## src/rtl/screen_refresh_scheduler_if.sv

```systemverilog
// Bundled mark / framebuffer / byte-stream signals of the OLED page refresh scheduler.
// master = scheduler side, slave = environment side (mark source, framebuffer RAM, SPI shifter).
interface screen_refresh_scheduler_if;
    logic       mark_valid;
    logic [2:0] mark_page;
    logic       mark_all;
    logic [9:0] fb_addr;
    logic [7:0] fb_data;
    // Byte stream: a byte moves on a clock edge where tx_valid && tx_ready. While
    // tx_valid is high and tx_ready low, tx_byte/tx_dc hold; tx_valid only drops
    // after a transfer (or on reset).
    logic       tx_valid;
    logic       tx_ready;
    logic [7:0] tx_byte;
    logic       tx_dc;
    logic       busy;
    logic [2:0] cur_page;
    logic [1:0] dbg_state;

    modport master (
        input  mark_valid, mark_page, mark_all, fb_data, tx_ready,
        output fb_addr, tx_valid, tx_byte, tx_dc, busy, cur_page, dbg_state
    );

    modport slave (
        output mark_valid, mark_page, mark_all, fb_data, tx_ready,
        input  fb_addr, tx_valid, tx_byte, tx_dc, busy, cur_page, dbg_state
    );
endinterface

```

## src/rtl/screen_refresh_scheduler.sv

```systemverilog
// Round-robin dirty-page refresh scheduler for a 128x64 SSD1306-class OLED.
// Optional macro SCREEN_SCHED_POWERUP_PAINT_EN: reset marks every page dirty.
module screen_refresh_scheduler #(
    parameter int COL_START = 0,
    parameter int NUM_PAGES = 8
) (
    input  logic                          clk,
    input  logic                          resetn,
    screen_refresh_scheduler_if.master    bus
);
    typedef enum logic [1:0] {IDLE = 2'd0, CMD = 2'd1, FETCH = 2'd2, DATA = 2'd3} state_t;

    localparam logic [7:0] PAGE_MASK = 8'((9'd1 << NUM_PAGES) - 9'd1);
    localparam logic [7:0] COL_FIRST = 8'(COL_START);
    localparam logic [7:0] COL_LAST  = 8'(COL_START + 127);
`ifdef SCREEN_SCHED_POWERUP_PAINT_EN
    localparam logic [7:0] DIRTY_RESET = PAGE_MASK;
`else
    localparam logic [7:0] DIRTY_RESET = 8'd0;
`endif

    state_t     state;
    logic [7:0] dirty;       // bits at and above NUM_PAGES stay zero
    logic [7:0] dirty_set;
    logic [7:0] dirty_clr;
    logic [2:0] rr_ptr;
    logic [2:0] pick;
    logic       pick_found;
    logic [2:0] cmd_idx;
    logic [6:0] col;
    logic       xfer;

    function automatic logic [2:0] wrap_add(input logic [2:0] a, input int b);
        int s;
        s = int'(a) + b;
        if (s >= NUM_PAGES) s = s - NUM_PAGES;
        return s[2:0];
    endfunction

    function automatic logic [7:0] cmd_rom(input logic [2:0] idx, input logic [2:0] page);
        case (idx)
            3'd0:    return 8'h21;
            3'd1:    return COL_FIRST;
            3'd2:    return COL_LAST;
            3'd3:    return 8'h22;
            default: return {5'd0, page};
        endcase
    endfunction

    assign xfer          = bus.tx_valid && bus.tx_ready;
    assign bus.dbg_state = state;

    always_comb begin
        dirty_set = 8'd0;
        if (bus.mark_all) dirty_set = PAGE_MASK;
        if (bus.mark_valid && int'(bus.mark_page) < NUM_PAGES) dirty_set[bus.mark_page] = 1'b1;
    end

    // Scan downward so the lowest offset from rr_ptr is the one that sticks.
    always_comb begin
        pick       = rr_ptr;
        pick_found = 1'b0;
        for (int i = NUM_PAGES - 1; i >= 0; i--) begin
            if (dirty[wrap_add(rr_ptr, i)]) begin
                pick       = wrap_add(rr_ptr, i);
                pick_found = 1'b1;
            end
        end
    end

    always_comb begin
        dirty_clr = 8'd0;
        if (state == IDLE && pick_found) dirty_clr[pick] = 1'b1;
    end

    always_ff @(posedge clk) begin
        if (!resetn) begin
            state        <= IDLE;
            dirty        <= DIRTY_RESET;
            rr_ptr       <= 3'd0;
            cmd_idx      <= 3'd0;
            col          <= 7'd0;
            bus.tx_valid <= 1'b0;
            bus.tx_byte  <= 8'd0;
            bus.tx_dc    <= 1'b0;
            bus.fb_addr  <= 10'd0;
            bus.busy     <= 1'b0;
            bus.cur_page <= 3'd0;
        end else begin
            // A mark landing on the bit being cleared wins, so the page is served again.
            dirty <= (dirty & ~dirty_clr) | dirty_set;
            case (state)
                IDLE: begin
                    if (pick_found) begin
                        state        <= CMD;
                        cmd_idx      <= 3'd0;
                        col          <= 7'd0;
                        bus.cur_page <= pick;
                        bus.busy     <= 1'b1;
                        bus.tx_valid <= 1'b1;
                        bus.tx_byte  <= 8'h21;
                        bus.tx_dc    <= 1'b0;
                        bus.fb_addr  <= {pick, 7'd0};
                    end
                end
                CMD: begin
                    if (xfer) begin
                        if (cmd_idx == 3'd5) begin
                            state        <= FETCH;
                            col          <= 7'd0;
                            bus.tx_valid <= 1'b0;
                        end else begin
                            cmd_idx     <= cmd_idx + 3'd1;
                            bus.tx_byte <= cmd_rom(cmd_idx + 3'd1, bus.cur_page);
                        end
                    end
                end
                FETCH: begin
                    // fb_addr already points at col; advance it now so the RAM's
                    // one-cycle latency is hidden behind the DATA cycle.
                    state        <= DATA;
                    bus.tx_valid <= 1'b1;
                    bus.tx_dc    <= 1'b1;
                    bus.tx_byte  <= bus.fb_data;
                    if (col != 7'd127) bus.fb_addr <= {bus.cur_page, col + 7'd1};
                end
                DATA: begin
                    if (xfer) begin
                        bus.tx_valid <= 1'b0;
                        if (col == 7'd127) begin
                            state    <= IDLE;
                            bus.busy <= 1'b0;
                            rr_ptr   <= wrap_add(bus.cur_page, 1);
                        end else begin
                            col   <= col + 7'd1;
                            state <= FETCH;
                        end
                    end
                end
                default: state <= IDLE;
            endcase
        end
    end
endmodule

```

## src/flat_wrapper.sv

```systemverilog
// flat-port wrapper written by rule: the top's interface ports become plain ports
module screen_refresh_scheduler_flat 
#(
    parameter int COL_START = 0,
    parameter int NUM_PAGES = 8
)
  (clk, resetn, bus_mark_valid, bus_mark_page, bus_mark_all, bus_fb_data, bus_tx_ready, bus_fb_addr, bus_tx_valid, bus_tx_byte, bus_tx_dc, bus_busy, bus_cur_page, bus_dbg_state);
  screen_refresh_scheduler_if bus_i ();
  input  logic clk;
  input  logic resetn;
  input wire logic [$bits(bus_i.mark_valid)-1:0] bus_mark_valid;
  input wire logic [$bits(bus_i.mark_page)-1:0] bus_mark_page;
  input wire logic [$bits(bus_i.mark_all)-1:0] bus_mark_all;
  input wire logic [$bits(bus_i.fb_data)-1:0] bus_fb_data;
  input wire logic [$bits(bus_i.tx_ready)-1:0] bus_tx_ready;
  output wire logic [$bits(bus_i.fb_addr)-1:0] bus_fb_addr;
  output wire logic [$bits(bus_i.tx_valid)-1:0] bus_tx_valid;
  output wire logic [$bits(bus_i.tx_byte)-1:0] bus_tx_byte;
  output wire logic [$bits(bus_i.tx_dc)-1:0] bus_tx_dc;
  output wire logic [$bits(bus_i.busy)-1:0] bus_busy;
  output wire logic [$bits(bus_i.cur_page)-1:0] bus_cur_page;
  output wire logic [$bits(bus_i.dbg_state)-1:0] bus_dbg_state;
  assign bus_i.mark_valid = bus_mark_valid;
  assign bus_i.mark_page = bus_mark_page;
  assign bus_i.mark_all = bus_mark_all;
  assign bus_i.fb_data = bus_fb_data;
  assign bus_i.tx_ready = bus_tx_ready;
  assign bus_fb_addr = bus_i.fb_addr;
  assign bus_tx_valid = bus_i.tx_valid;
  assign bus_tx_byte = bus_i.tx_byte;
  assign bus_tx_dc = bus_i.tx_dc;
  assign bus_busy = bus_i.busy;
  assign bus_cur_page = bus_i.cur_page;
  assign bus_dbg_state = bus_i.dbg_state;
  screen_refresh_scheduler #(.COL_START(COL_START), .NUM_PAGES(NUM_PAGES)) u_core (.clk(clk), .resetn(resetn), .bus(bus_i));
endmodule
```

## config.mk

```make
export PLATFORM = sky130hd
export DESIGN_NAME = screen_refresh_scheduler_flat
export DESIGN_NICKNAME = d
export VERILOG_FILES = /design/src/rtl/screen_refresh_scheduler_if.sv /design/src/rtl/screen_refresh_scheduler.sv /design/src/flat_wrapper.sv
export SDC_FILE = /design/constraint.sdc
export NUM_CORES = 1
export LEC_CHECK = 0
export ABC_AREA = 1
export BUFFER_PORTS_ARGS = -buffer_cell sky130_fd_sc_hd__buf_2
export CAP_MARGIN = 20
export CORE_MARGIN = 5
export CORE_UTILIZATION = 40
export DETAILED_ROUTE_END_ITERATION = 6
export PLACE_DENSITY = 0.56
export SLEW_MARGIN = 10
export SYNTH_ARGS = -nofsm -noshare
export SYNTH_HDL_FRONTEND = slang
export SYNTH_SLANG_ARGS = --single-unit
export TNS_END_PERCENT = 5
```

## constraint.sdc

```tcl
create_clock -name clk -period 3.3 [get_ports clk]
set_input_delay 0.99 -clock clk [delete_from_list [all_inputs] [get_ports clk]]
set_output_delay 0.99 -clock clk [all_outputs]
set_load 0.03 [all_outputs]
```

# Word-level counts from Yosys, hierarchy flattened
# Index checks and enable logic that the tools add are counted.
dict set report totals {
  regBits 47
  inputBits 16
  output_inout_bits 26
  wordCells 174
}
dict set report op_classes {
  add_sub_neg 19
  magnitude_cmp 21
  eq_ne 17
  muxes 82
  bitwise 4
  n_reduce_logical 20
}
# op count
set op_table {}
lappend op_table {{$mux W3} 20}
lappend op_table {{$mux W8} 6}
lappend op_table {{$lt A3 B4 Y1 const B} 10}
lappend op_table {{$mux W7} 5}
lappend op_table {{$ge A4 B4 Y1 const B} 8}
lappend op_table {{$pmux W7 S4} 1}
lappend op_table {{$sub A3 B1 Y3 const B} 9}
lappend op_table {{$mux W1} 25}
lappend op_table {{$bmux W1 S3} 8}
lappend op_table {{$pmux W8 S3} 1}
lappend op_table {{$pmux W7 S3} 1}
lappend op_table {{$mux W10} 2}
lappend op_table {{$pmux W10 S2} 1}
lappend op_table {{$add A3 B3 Y4 const B} 4}
lappend op_table {{$or A8 B8 Y8} 2}
lappend op_table {{$reduce_and A4 Y1} 4}
lappend op_table {{$ne A2 B1 Y1 const B} 6}
lappend op_table {{$mux W2} 5}
lappend op_table {{$add A3 B1 Y4 const B} 2}
lappend op_table {{$add A3 B2 Y4 const B} 2}
lappend op_table {{$and A8 B8 Y8} 1}
lappend op_table {{$not A8 Y8} 1}
lappend op_table {{$pmux W2 S4} 1}
lappend op_table {{$add A7 B1 Y7 const B} 1}
lappend op_table {{other kinds (23)} 37}

# Depth between registers and ports, before layout
# Gate-level depths: netlist (run 1).
dict set report depth {
  word_depth 21
  mapped_depth 22
  ltp_nobuf 20
}

# Worst setup path after synthesis (run 1)
# No wires, ideal clock.
dict set report synth_path {
  path_kind {register -> register}
  from {reg u_core.rr_ptr[0]}
  to {reg u_core.col[2]}
  setup_ns 0.117
  arrival_time_ns 2.364
  required_ns 3.183
  slack_ns 0.819
  stages_incl_launch_ff 21
  path_buffers 4
  synth_period_minus_slack_ns 2.481
  path_cell_list {dfxtp_1 buf_6 inv_4 buf_12 ha_1 buf_6 inv_1 nand3_1 nand3_1 nand2_2 nor2_1 nand3_2 nor2_4 nand2_4 nand2_4 nor2_8 nand3b_4 buf_6 nor2_2 a21oi_2 nor2_1}
}
dict set report synth_between {
  elab_chain_len 15
  elab_cells_between_ends 57
  cone_classes {15 x add/sub; 8 x order compare; 1 x eq/ne; 32 x mux; 1 x reduce/logical}
}
# element line
set synth_lines {}
lappend synth_lines {{from (decl)} screen_refresh_scheduler.sv:26} ;# logic [2:0] rr_ptr;
lappend synth_lines {{from (signal assigned)} screen_refresh_scheduler.sv:133} ;# rr_ptr <= wrap_add(bus.cur_page, 1);
lappend synth_lines {{$add A3 B3 Y4} screen_refresh_scheduler.sv:35} ;# s = int'(a) + b;
lappend synth_lines {{$ge A4 B4 Y1 or $sub A3 B1 Y3 (tied branches)} screen_refresh_scheduler.sv:36} ;# if (s >= NUM_PAGES) s = s - NUM_PAGES;
lappend synth_lines {{$mux W3} screen_refresh_scheduler.sv:36}
lappend synth_lines {{$bmux W1 S3} screen_refresh_scheduler.sv:64} ;# if (dirty[wrap_add(rr_ptr, i)]) begin
lappend synth_lines {{$mux W1 (not written as such)} screen_refresh_scheduler.sv:64}
lappend synth_lines {{$mux W1 (7 in series)} screen_refresh_scheduler.sv:64}
lappend synth_lines {{$mux W1 (*)} screen_refresh_scheduler.sv:64}
lappend synth_lines {{$ne A2 B1 Y1 (no line) (*)} -}
lappend synth_lines {{$reduce_and A6 Y1 (no line) (*)} -}
lappend synth_lines {{to (signal assigned)} screen_refresh_scheduler.sv:135} ;# col <= col + 7'd1;
lappend synth_lines {{to (decl)} screen_refresh_scheduler.sv:30} ;# logic [6:0] col;
# Every way passes the cells marked *; elsewhere a longest branch is shown, timed or not. The select of a mux whose other input is x is not followed.
# A chain may end at the register's enable or synchronous reset.

# Final worst setup path (run 1)
dict set report layout_path {
  from {reg u_core.rr_ptr[0]}
  to {reg u_core.bus.tx_byte[1]}
}
dict set report layout_between {
  elab_chain_len 15
  elab_cells_between_ends 57
  cone_classes {15 x add/sub; 8 x order compare; 1 x eq/ne; 32 x mux; 1 x reduce/logical}
}
# element line
set layout_lines {}
lappend layout_lines {{$add A3 B3 Y4} screen_refresh_scheduler.sv:35}
lappend layout_lines {{$ge A4 B4 Y1 or $sub A3 B1 Y3 (tied branches)} screen_refresh_scheduler.sv:36}
lappend layout_lines {{$mux W3} screen_refresh_scheduler.sv:36}
lappend layout_lines {{$bmux W1 S3} screen_refresh_scheduler.sv:64}
lappend layout_lines {{$mux W1 (not written as such)} screen_refresh_scheduler.sv:64}
lappend layout_lines {{$mux W1 (7 in series)} screen_refresh_scheduler.sv:64}
lappend layout_lines {{$mux W1 (*)} screen_refresh_scheduler.sv:64}
lappend layout_lines {{$ne A2 B1 Y1 (no line) (*)} -}
lappend layout_lines {{$reduce_and A4 Y1 (no line) (*)} -}
lappend layout_lines {{to (signal assigned)} screen_refresh_scheduler.sv:114} ;# bus.tx_byte <= cmd_rom(cmd_idx + 3'd1, bus.cur_page);
lappend layout_lines {{to (signal assigned)} screen_refresh_scheduler.sv:124} ;# bus.tx_byte <= bus.fb_data;
lappend layout_lines {{to (decl)} screen_refresh_scheduler_if.sv:22} ;# output fb_addr, tx_valid, tx_byte, tx_dc, busy, cur_page, dbg_state
# Marks and branches as above.

==> results.ini, run 1 <==
[placed_design]
portBuffers=41
place_ws_ns=0.473
place.gp.congestion=0.992
placed_cells=589
placed_area_sq_um=3320
post-dp-hpwl_um=6230

[routing]
final_antenna_net_count=0
wl_per_cell_um=13.4
highest_layer=met4
routed_wl_um=7990
vias=2990
dr_wl_met3_um=145
drtIter0Drc=128
vias_per_cell=5.01
first_pass_iters=4
drc=0
route.met2.wl_um=3910
wl_met1_um=3800

[setup_path]
cpMostUsedCell=inv_1
cp_top_family=simple AND/OR/NAND/NOR gates
cp.required_ns=3.49
critPathKind=reg2reg
worstPathArrival_ns=3.03
critPathBufInv=4
max_stage_delay_ns=0.48
critPathLaunchType=flop
endpoint_kind=flop
crit_slowest_cell=nor2_1
path_cells=inv_4, ha_1, inv_1, nand3_1, nand3_1, nand2_2, inv_1, nand2_2, nor2_4, nand2_4, nand2_1, nor2_1, inv_1, nand2_1, a21oi_1
crit_fanout=11

[yosys]
yosysTopAreaCellShare=0.306
synth-xor-area-share=0.0171
ys_seq_area_frac=0.306
synth_compound_area_frac=0.175
synth_area_sq_um=3070
synth_top_family_by_area=simple AND/OR/NAND/NOR gates
syn-num-nets=488
synthSimpleGateAreaFrac=0.331
synth.distinct_cells=38
synthAdderAreaFrac=0.0611
yosys_warnings=0
syn_area_per_cell_sq_um=6.72
synth_area_leaders=dfxtp_1 31%, nand2_1 13%, a21oi_1 9.6%, nand3_1 7.3%, ha_1 6.1%
yosys-mux-area-fraction=0
synth_edf_count=0
ys_async_sr_fraction=0
yosysTopAreaCell=dfxtp_1
ys_ff_latch=47
ys.flop_type=dfxtp_1
syn_inst=457

[timing]
setup_violations=0
fin_ws_ns=0.454
tns_ns=0
whs_ns=0.467
post-route-min-period_ns=2.85
clock_skew_ns=0.00915
rsz0062_at_grt=false
max_slew_margin=0.588
min_period_over_period=0.862
hold_viol=0
max_freq_ghz=0.351
worst_slew_pin_slew_ns=0.615
final-max-slew-violation-count=0

[grt]
grt_pass1_wl_um=13300
antenna_found_initial=0
grt_overflow_total=0
grt_pass1_vias=2825
grt_max_degree=29
grt_util_all_layers=0.166

[power_and_ir_drop]
intPower_mw=1.27
p_clk_frac=0.152
peakVddDrop_uv=463
p_per_area_nw_per_um2=723
swShare=0.488
pwr-share-seq=0.327
power_switching_mw=1.21
combPwrFrac=0.521
power_mw=2.47
power_leakage_nw=1.64

[die]
die-area_sq_um=9540
io_pins=42
die_w_um=97.7
core_sq_um=7610
fp-row-count=32
die_h_um=97.7
start_util=0.404

[layout]
fin_cells=597
antennaDiodeCount=0
area_delta_synth_final_pct=11.3
seq_area_sq_um=941
fin_area_sq_um=3420
n_fill_cell=842
fin_util=0.450
nNetsFinal=525
multi_input_area_sq_um=1800
drive_gt1_frac=0.174

[clock_network]
htree_levels=2
postCtsResizedCells=0
cts_buffers=5
cts_hold_buf=0
cts.sinks=47
tritoncts=built
cts.clk_slew.worst_paths_ns=0.09
clock_latency_ns=0.30
post_cts.repair.setup_buffers=0
cts-root-buf=clkbuf_8
clk_path_buf_depth=2

[outcome]
outcome=finished clean

[flow_run]
drv_cap=0

[worst_hold_path]
hold_class=reg2reg

-- per-layer routing --
metal  vias to the layer above  track usage
met3                        11       0.0237
met5                         -            0
met2                        36        0.297
met4                         0       0.0479
met1                      1376        0.207
li1                       1567            -
-- cells by family after synthesis --
family                     count (synthesis)
buffers and inverters                     72
AOI/OAI and AO/OA                        100
and+or+nand+nor                          217
xor gates and xnor gates                   6
DFF                                       47
adders and majority gates                 15
-- final timing paths --
path                              start                    end  slack (ns)  cells past startpoint
setup reg to reg       u_core.rr_ptr[0]  u_core.bus.tx_byte[1]        0.45                     15
hold reg to reg   u_core.bus.tx_byte[2]  u_core.bus.tx_byte[2]        0.47                      2
setup / recovery       u_core.rr_ptr[0]  u_core.bus.tx_byte[1]        0.45                     15
hold / removal    u_core.bus.tx_byte[2]  u_core.bus.tx_byte[2]        0.47                      2
-- power groups by stage --
stage / sequential [mW] / clock (mW) / combinational (mW)
after floorplan: 0.980 / 0 / 0.852
after global placement: 0.818 / 0 / 1.29
after detailed placement: 0.820 / 0 / 1.29
after CTS: 0.809 / 0.392 / 1.29
after global routing: 0.827 / 0.416 / 1.45
final: 0.809 / 0.376 / 1.29
-- flip-flops by register name, indices dropped and copies added, names as in the netlist --
name	count
u_core.bus.busy	1
u_core.col	7
u_core.dirty	8
u_core.bus.tx_valid	1
u_core.bus.dbg_state	2
u_core.cmd_idx	3
u_core.bus.tx_byte	8
u_core.bus.fb_addr	10
u_core.rr_ptr	3
u_core.bus.cur_page	3
u_core.bus.tx_dc	1
-- cell usage in the layout, fill, tap and decap left out, types with 6 or more instances in the layout --
cell and instances:
nand2_2 8, dfxtp_1 47, inv_1 50, nand3_1 45
nand2_1 110, nor2_1 30, clkbuf_8 6, a21oi_1 59
buf_2 41, o21ai_0 23, ha_1 15
-- layout make-up --
cell class | count | share of cell area
Inverter | 56 | 0.0629
Clock buffer | 6 | 0.0241
Clock inverter | 2 | 0.00475
Tap cell | 102 | 0.0373
Timing Repair Buffer | 46 | 0.0710
Multi-Input combinational cell | 338 | 0.525
Sequential cell | 47 | 0.275
-- worst register-to-register path, cell delays in order, from the launching register on --
cell,delay (ns)
dfxtp_1,0.38
inv_4,0.09
ha_1,0.42
inv_1,0.14
nand3_1,0.15
nand3_1,0.13
nand2_2,0.10
inv_1,0.06
nand2_2,0.12
nor2_4,0.06
nand2_4,0.09
nand2_1,0.08
nor2_1,0.48
inv_1,0.26
nand2_1,0.11
a21oi_1,0.06
-- cell usage after synthesis (2+ instances only) --
cell type	number
nand2_1	110
o21ai_2	2
xor2_1	5
buf_4	3
nand3_2	5
a31oi_1	4
dfxtp_1	47
nand2_2	8
buf_6	4
ha_1	15
inv_2	4
a21oi_1	59
o21ai_1	4
nand4_1	5
inv_1	50
buf_1	2
o21ai_0	23
a21oi_2	3
inv_4	2
nand2_4	4
nor2_1	30
nand3_1	45
buf_2	3
clkbuf_1	3
nor3_1	4
Power figures use the tool's default switching activity.
==> run 2: changes to the inputs <==
--- a/config.mk
+++ b/config.mk
@@ -12,6 +12,7 @@
 export CORE_UTILIZATION = 40
 export DETAILED_ROUTE_END_ITERATION = 6
 export PLACE_DENSITY = 0.56
+export REMOVE_ABC_BUFFERS = 1
 export SLEW_MARGIN = 10
 export SYNTH_ARGS = -nofsm -noshare
 export SYNTH_HDL_FRONTEND = slang
==> run 2 against run 1 <==
- clock-buffer cell count is 2 higher
- hold slack worse by 0.0028 ns
- routed wire length is 2.4% lower
- sequential power is 1% lower
- fmax is 2.0% lower
- global-route usage is 0.17 points higher
==> results.ini, run 2 (synthesized netlist as in run 1, its figures left out) <==
[outcome]
outcome=finished clean

[routing]
final_antenna_net_count=0
drtIter0Drc=178
vias=2997
drc=0
wl_per_cell_um=13.0
vias_per_cell=5.01
first_pass_iters=5
routed_wl_um=7800

[placed_design]
portBuffers=41
placed_cells=590
place.gp.congestion=1.05
post-dp-hpwl_um=6060

[timing]
setup_violations=0
tns_ns=0
max_freq_ghz=0.344
post-route-min-period_ns=2.90
max_slew_margin=0.579
rsz0062_at_grt=false
min_period_over_period=0.880
clock_skew_ns=0.00746
hold_viol=0
final-max-slew-violation-count=0
worst_slew_pin_slew_ns=0.631

[layout]
antennaDiodeCount=0
top_register=u_core.bus.fb_addr
final_cell_mix=110 x nand2_1, 59 x a21oi_1, 50 x inv_1, 47 x dfxtp_1, 45 x nand3_1
final_common_cell=nand2_1
area_delta_synth_final_pct=11.6
drive_gt1_frac=0.173
largest_reg_flops=10
fin_cells=598
reg_top3=u_core.bus.fb_addr x10, u_core.bus.tx_byte x8, u_core.dirty x8
nNetsFinal=526

[setup_path]
r2r_setup_slack_ns=0.40
critPathKind=reg2reg
timing.rr.start=u_core.rr_ptr[0]
reg2reg_to=u_core.bus.tx_byte[3]
worstPathArrival_ns=3.06
rr_worst_depth=15
critPathLaunchType=flop
cp.required_ns=3.46
crit_fanout=11
endpoint_kind=flop

[die]
start_util=0.404
die_w_um=97.7
die_h_um=97.7
fp-row-count=32
core_sq_um=7610
io_pins=42
die-area_sq_um=9540

[worst_hold_path]
min_delay_path_depth=2
hold-path-endpoint=u_core.bus.fb_addr[0]
min_from=u_core.bus.fb_addr[0]
hold_class=reg2reg

[clock_network]
cts-root-buf=clkbuf_8
post_cts.repair.setup_buffers=0
cts.clk_slew.worst_paths_ns=0.09
postCtsResizedCells=0
tritoncts=built
clk_path_buf_depth=2
cts_buffers=5
cts_hold_buf=0
clock_latency_ns=0.30
cts.sinks=47
htree_levels=2

[grt]
grt_util_all_layers=0.168
grt_max_degree=20
grt_overflow_total=0
antenna_found_initial=0
grt_pass1_vias=2913
grt_pass1_wl_um=13600

[power_and_ir_drop]
peakVddDrop_uv=425
p_per_area_nw_per_um2=722
power_leakage_nw=1.65

[flow_run]
drv_cap=0

==> run 2: cell count changes in the layout (fill, tap and decap cells not counted), sizes merged <==
| cell | change |
|---|---|
| buf | +1 |
| clkinvlp | -1 |
| clkbuf | +2 |
| clkinv | -1 |
==> run 2: worst max-delay path by stage <==
| stage | end | start |
|---|---|---|
| 3_5_place_dp | u_core.bus.tx_byte[3] | u_core.rr_ptr[0] |
| 6_report | u_core.bus.tx_byte[3] | u_core.rr_ptr[0] |
| 5_1_grt | u_core.bus.tx_byte[2] | u_core.rr_ptr[0] |
| 2_1_floorplan | u_core.bus.tx_byte[1] | u_core.rr_ptr[0] |
| 4_1_cts | u_core.bus.tx_byte[3] | u_core.rr_ptr[0] |
| 3_3_place_gp | u_core.bus.tx_byte[7] | u_core.rr_ptr[0] |
==> run 2: worst max-delay path, stage by stage (launching register included) <==
cell,delay [ns]
dfxtp_1,0.38
inv_4,0.09
ha_1,0.44
inv_1,0.14
nand3_1,0.15
nand3_1,0.16
nand2_2,0.11
inv_1,0.06
nand2_2,0.11
nor2_4,0.05
nand2_4,0.10
nand2_1,0.08
nor2_1,0.48
inv_1,0.23
nand2_1,0.12
a21oi_1,0.07
==> run 2: cell type report <==
| type | instances | area (sq um) |
|---|---|---|
| Inverter | 56 | 215 |
| Multi-Input combinational cell | 338 | 1800 |
| Tap cell | 102 | 128 |
| Timing Repair Buffer | 47 | 250 |
| Fill cell | 815 | 4180 |
| Clock buffer | 8 | 100 |
| Sequential cell | 47 | 941 |
==> run 2: power breakdown <==
group,switching (mW),internal (mW)
clock network,0.190,0.192
registers,0.0970,0.703
logic,0.902,0.392
==> run 2: metal layers <==
| metal | vias up | global-route usage | share of wire |
|---|---|---|---|
| met5 | - | 0 | 0 |
| met4 | 0 | 0.0469 | 0.017 |
| met3 | 14 | 0.0273 | 0.034 |
| met2 | 61 | 0.285 | 0.47 |
| met1 | 1356 | 0.220 | 0.48 |
| li1 | 1566 | - | - |
==> run 2: through the flow <==
stage / worst slack (ns) / util / hold slack [ns] / total power [mW] / instance area, sq um
floorplan: 0.690 / - / 0.452 / 1.76 / 2950
global placement: 0.521 / 0.438 / 0.451 / 2.11 / 3330
detailed placement: 0.459 / 0.438 / 0.454 / 2.11 / 3330
CTS: 0.443 / 0.451 / 0.467 / 2.50 / 3430
global route: 0.0931 / 0.451 / 0.497 / 2.69 / 3430
finish: 0.397 / 0.451 / 0.464 / 2.48 / 3430
==> run 3: changes to the inputs <==
--- a/config.mk
+++ b/config.mk
@@ -11,7 +11,6 @@
 export CORE_MARGIN = 5
 export CORE_UTILIZATION = 40
 export DETAILED_ROUTE_END_ITERATION = 6
-export PLACE_DENSITY = 0.56
 export REMOVE_ABC_BUFFERS = 1
 export SLEW_MARGIN = 10
 export SYNTH_ARGS = -nofsm -noshare
==> run 3 against run 2 <==
- sequential power is essentially flat
- total power up 2.0%
- critical path depth unchanged
- global-route usage fell by 0.89 points
- hold slack about the same
- design area up 0.15%
- flip-flop and latch count is the same
- clock power grew 15%
- via count is 1.2% lower
- register-to-register slack worse by 0.03 ns
- routed wire length shrank 3.0%
==> results.ini, run 3 (synthesized netlist as in run 1, its figures left out) <==
[grt]
grt_max_degree=21
grt_util_all_layers=0.159
grt_pass1_vias=2781
grt_pass1_wl_um=12800
grt_overflow_total=0
antenna_found_initial=0

[die]
fp-row-count=32
die-area_sq_um=9540
start_util=0.404
die_w_um=97.7
die_h_um=97.7
io_pins=42
core_sq_um=7610

[setup_path]
startpoint=u_core.rr_ptr[0]
critPathLaunchType=flop
cp.required_ns=3.48
endpoint_kind=flop
rr_worst_depth=15
crit_fanout=11
timing.rr.start=u_core.rr_ptr[0]
reg2reg_to=u_core.bus.tx_byte[2]
worstPathArrival_ns=3.11
critPathCapture=u_core.bus.tx_byte[2]
critPathKind=reg2reg
r2r_setup_slack_ns=0.37

[placed_design]
portBuffers=41
post-dp-hpwl_um=5990
placed_area_sq_um=3310
place.gp.congestion=0.950

[timing]
max_freq_ghz=0.341
hold_viol=0
worst_slew_pin_slew_ns=0.463
final-max-slew-violation-count=0
clock_skew_ns=0.00769
whs_ns=0.464
rsz0062_at_grt=false
post-route-min-period_ns=2.93
max_slew_margin=0.690
min_period_over_period=0.888
tns_ns=0
setup_violations=0

[clock_network]
clk_path_buf_depth=2
tritoncts=built
cts.sinks=47
postCtsResizedCells=0
cts-root-buf=clkbuf_8
clock_latency_ns=0.30
cts_buffers=5
cts_hold_buf=0
cts.clk_slew.worst_paths_ns=0.09
post_cts.repair.setup_buffers=0
htree_levels=2

[routing]
first_pass_iters=5
vias_per_cell=4.97
drtIter0Drc=188
final_antenna_net_count=0
wl_per_cell_um=12.7
vias=2960
drc=0
routed_wl_um=7570

[layout]
fin_area_sq_um=3430
drive_gt1_frac=0.174
area_delta_synth_final_pct=11.8
top_register=u_core.bus.fb_addr
antennaDiodeCount=0
nNetsFinal=524
reg_top3=u_core.bus.fb_addr x10, u_core.bus.tx_byte x8, u_core.dirty x8
final_common_cell=nand2_1
final_cell_mix=110 x nand2_1, 59 x a21oi_1, 50 x inv_1, 47 x dfxtp_1, 45 x nand3_1
largest_reg_flops=10

[outcome]
outcome=finished clean

[flow_run]
drv_cap=0

[power_and_ir_drop]
p_per_area_nw_per_um2=735
power_leakage_nw=1.65
peakVddDrop_uv=490

[worst_hold_path]
hold_class=reg2reg

[run 3: cell types whose count changed in the layout (fill, tap and decap cells not counted)]
cell | before | now
buf_4 | 6 | 4
bufinv_16 | 0 | 1
clkbuf_1 | 1 | 0
clkbuf_8 | 7 | 6
clkinv_2 | 0 | 1
nor2_1 | 30 | 29
nor2_2 | 1 | 2
[run 3: where the power goes]
part / leakage, nW / internal, mW / switching (mW)
sequential: 0.386 / 0.703 / 0.0998
clock: 0.0612 / 0.245 / 0.193
combinational: 1.20 / 0.392 / 0.892
total: 1.65 / 1.34 / 1.18
[run 3: critical path, cell delays in order (launching register included)]
cell and delay, ns:
dfxtp_1 0.56, inv_4 0.14, ha_1 0.46, inv_1 0.15, nand3_1 0.15, nand3_1 0.14, nand2_2 0.13, inv_1 0.06
nand2_2 0.11, nor2_4 0.06, nand2_4 0.09, nand2_1 0.09, nor2_2 0.32, inv_1 0.19, nand2_1 0.10, a21oi_1 0.06
[run 3: layout make-up]
type,instances,area [sq um]
fillers,811,4170
well taps,102,128
clock inverters,2,35.0
inverters,56,215
clock buffers,6,82.6
repair buffers,45,235
multi-input cells,338,1800
flip-flops and latches,47,941
[run 3: how the worst min path moves through the flow]
stage | start | to | slack, ns | cells past startpoint
6_report | u_core.bus.tx_byte[6] | u_core.bus.tx_byte[6] | 0.46 | 2
5_1_grt | u_core.bus.tx_byte[1] | u_core.bus.tx_byte[1] | 0.49 | 2
4_1_cts | u_core.bus.tx_byte[6] | u_core.bus.tx_byte[6] | 0.47 | 2
3_5_place_dp | u_core.bus.tx_byte[6] | u_core.bus.tx_byte[6] | 0.45 | 2
3_3_place_gp | u_core.bus.fb_addr[6] | u_core.bus.fb_addr[6] | 0.45 | 2
2_1_floorplan | u_core.dirty[4] | u_core.dirty[4] | 0.45 | 2
[run 3: routing by layer]
layer	vias to the layer above	global-route usage	share of wire
met3	10	0.0273	0.029
met1	1333	0.205	0.48
met2	50	0.275	0.48
met5	-	0	0
met4	0	0.0405	0.012
li1	1567	-	-
[run 3: per-stage QoR]
stage / std cells / util / total power, mW / setup slack [ns]
floorplan: 441 / - / 1.76 / 0.690
global placement: 588 / 0.436 / 2.09 / 0.403
detailed placement: 588 / 0.436 / 2.10 / 0.231
CTS: 596 / 0.451 / 2.55 / 0.213
global route: 596 / 0.451 / 2.75 / 0.0215
finish: 596 / 0.451 / 2.53 / 0.370
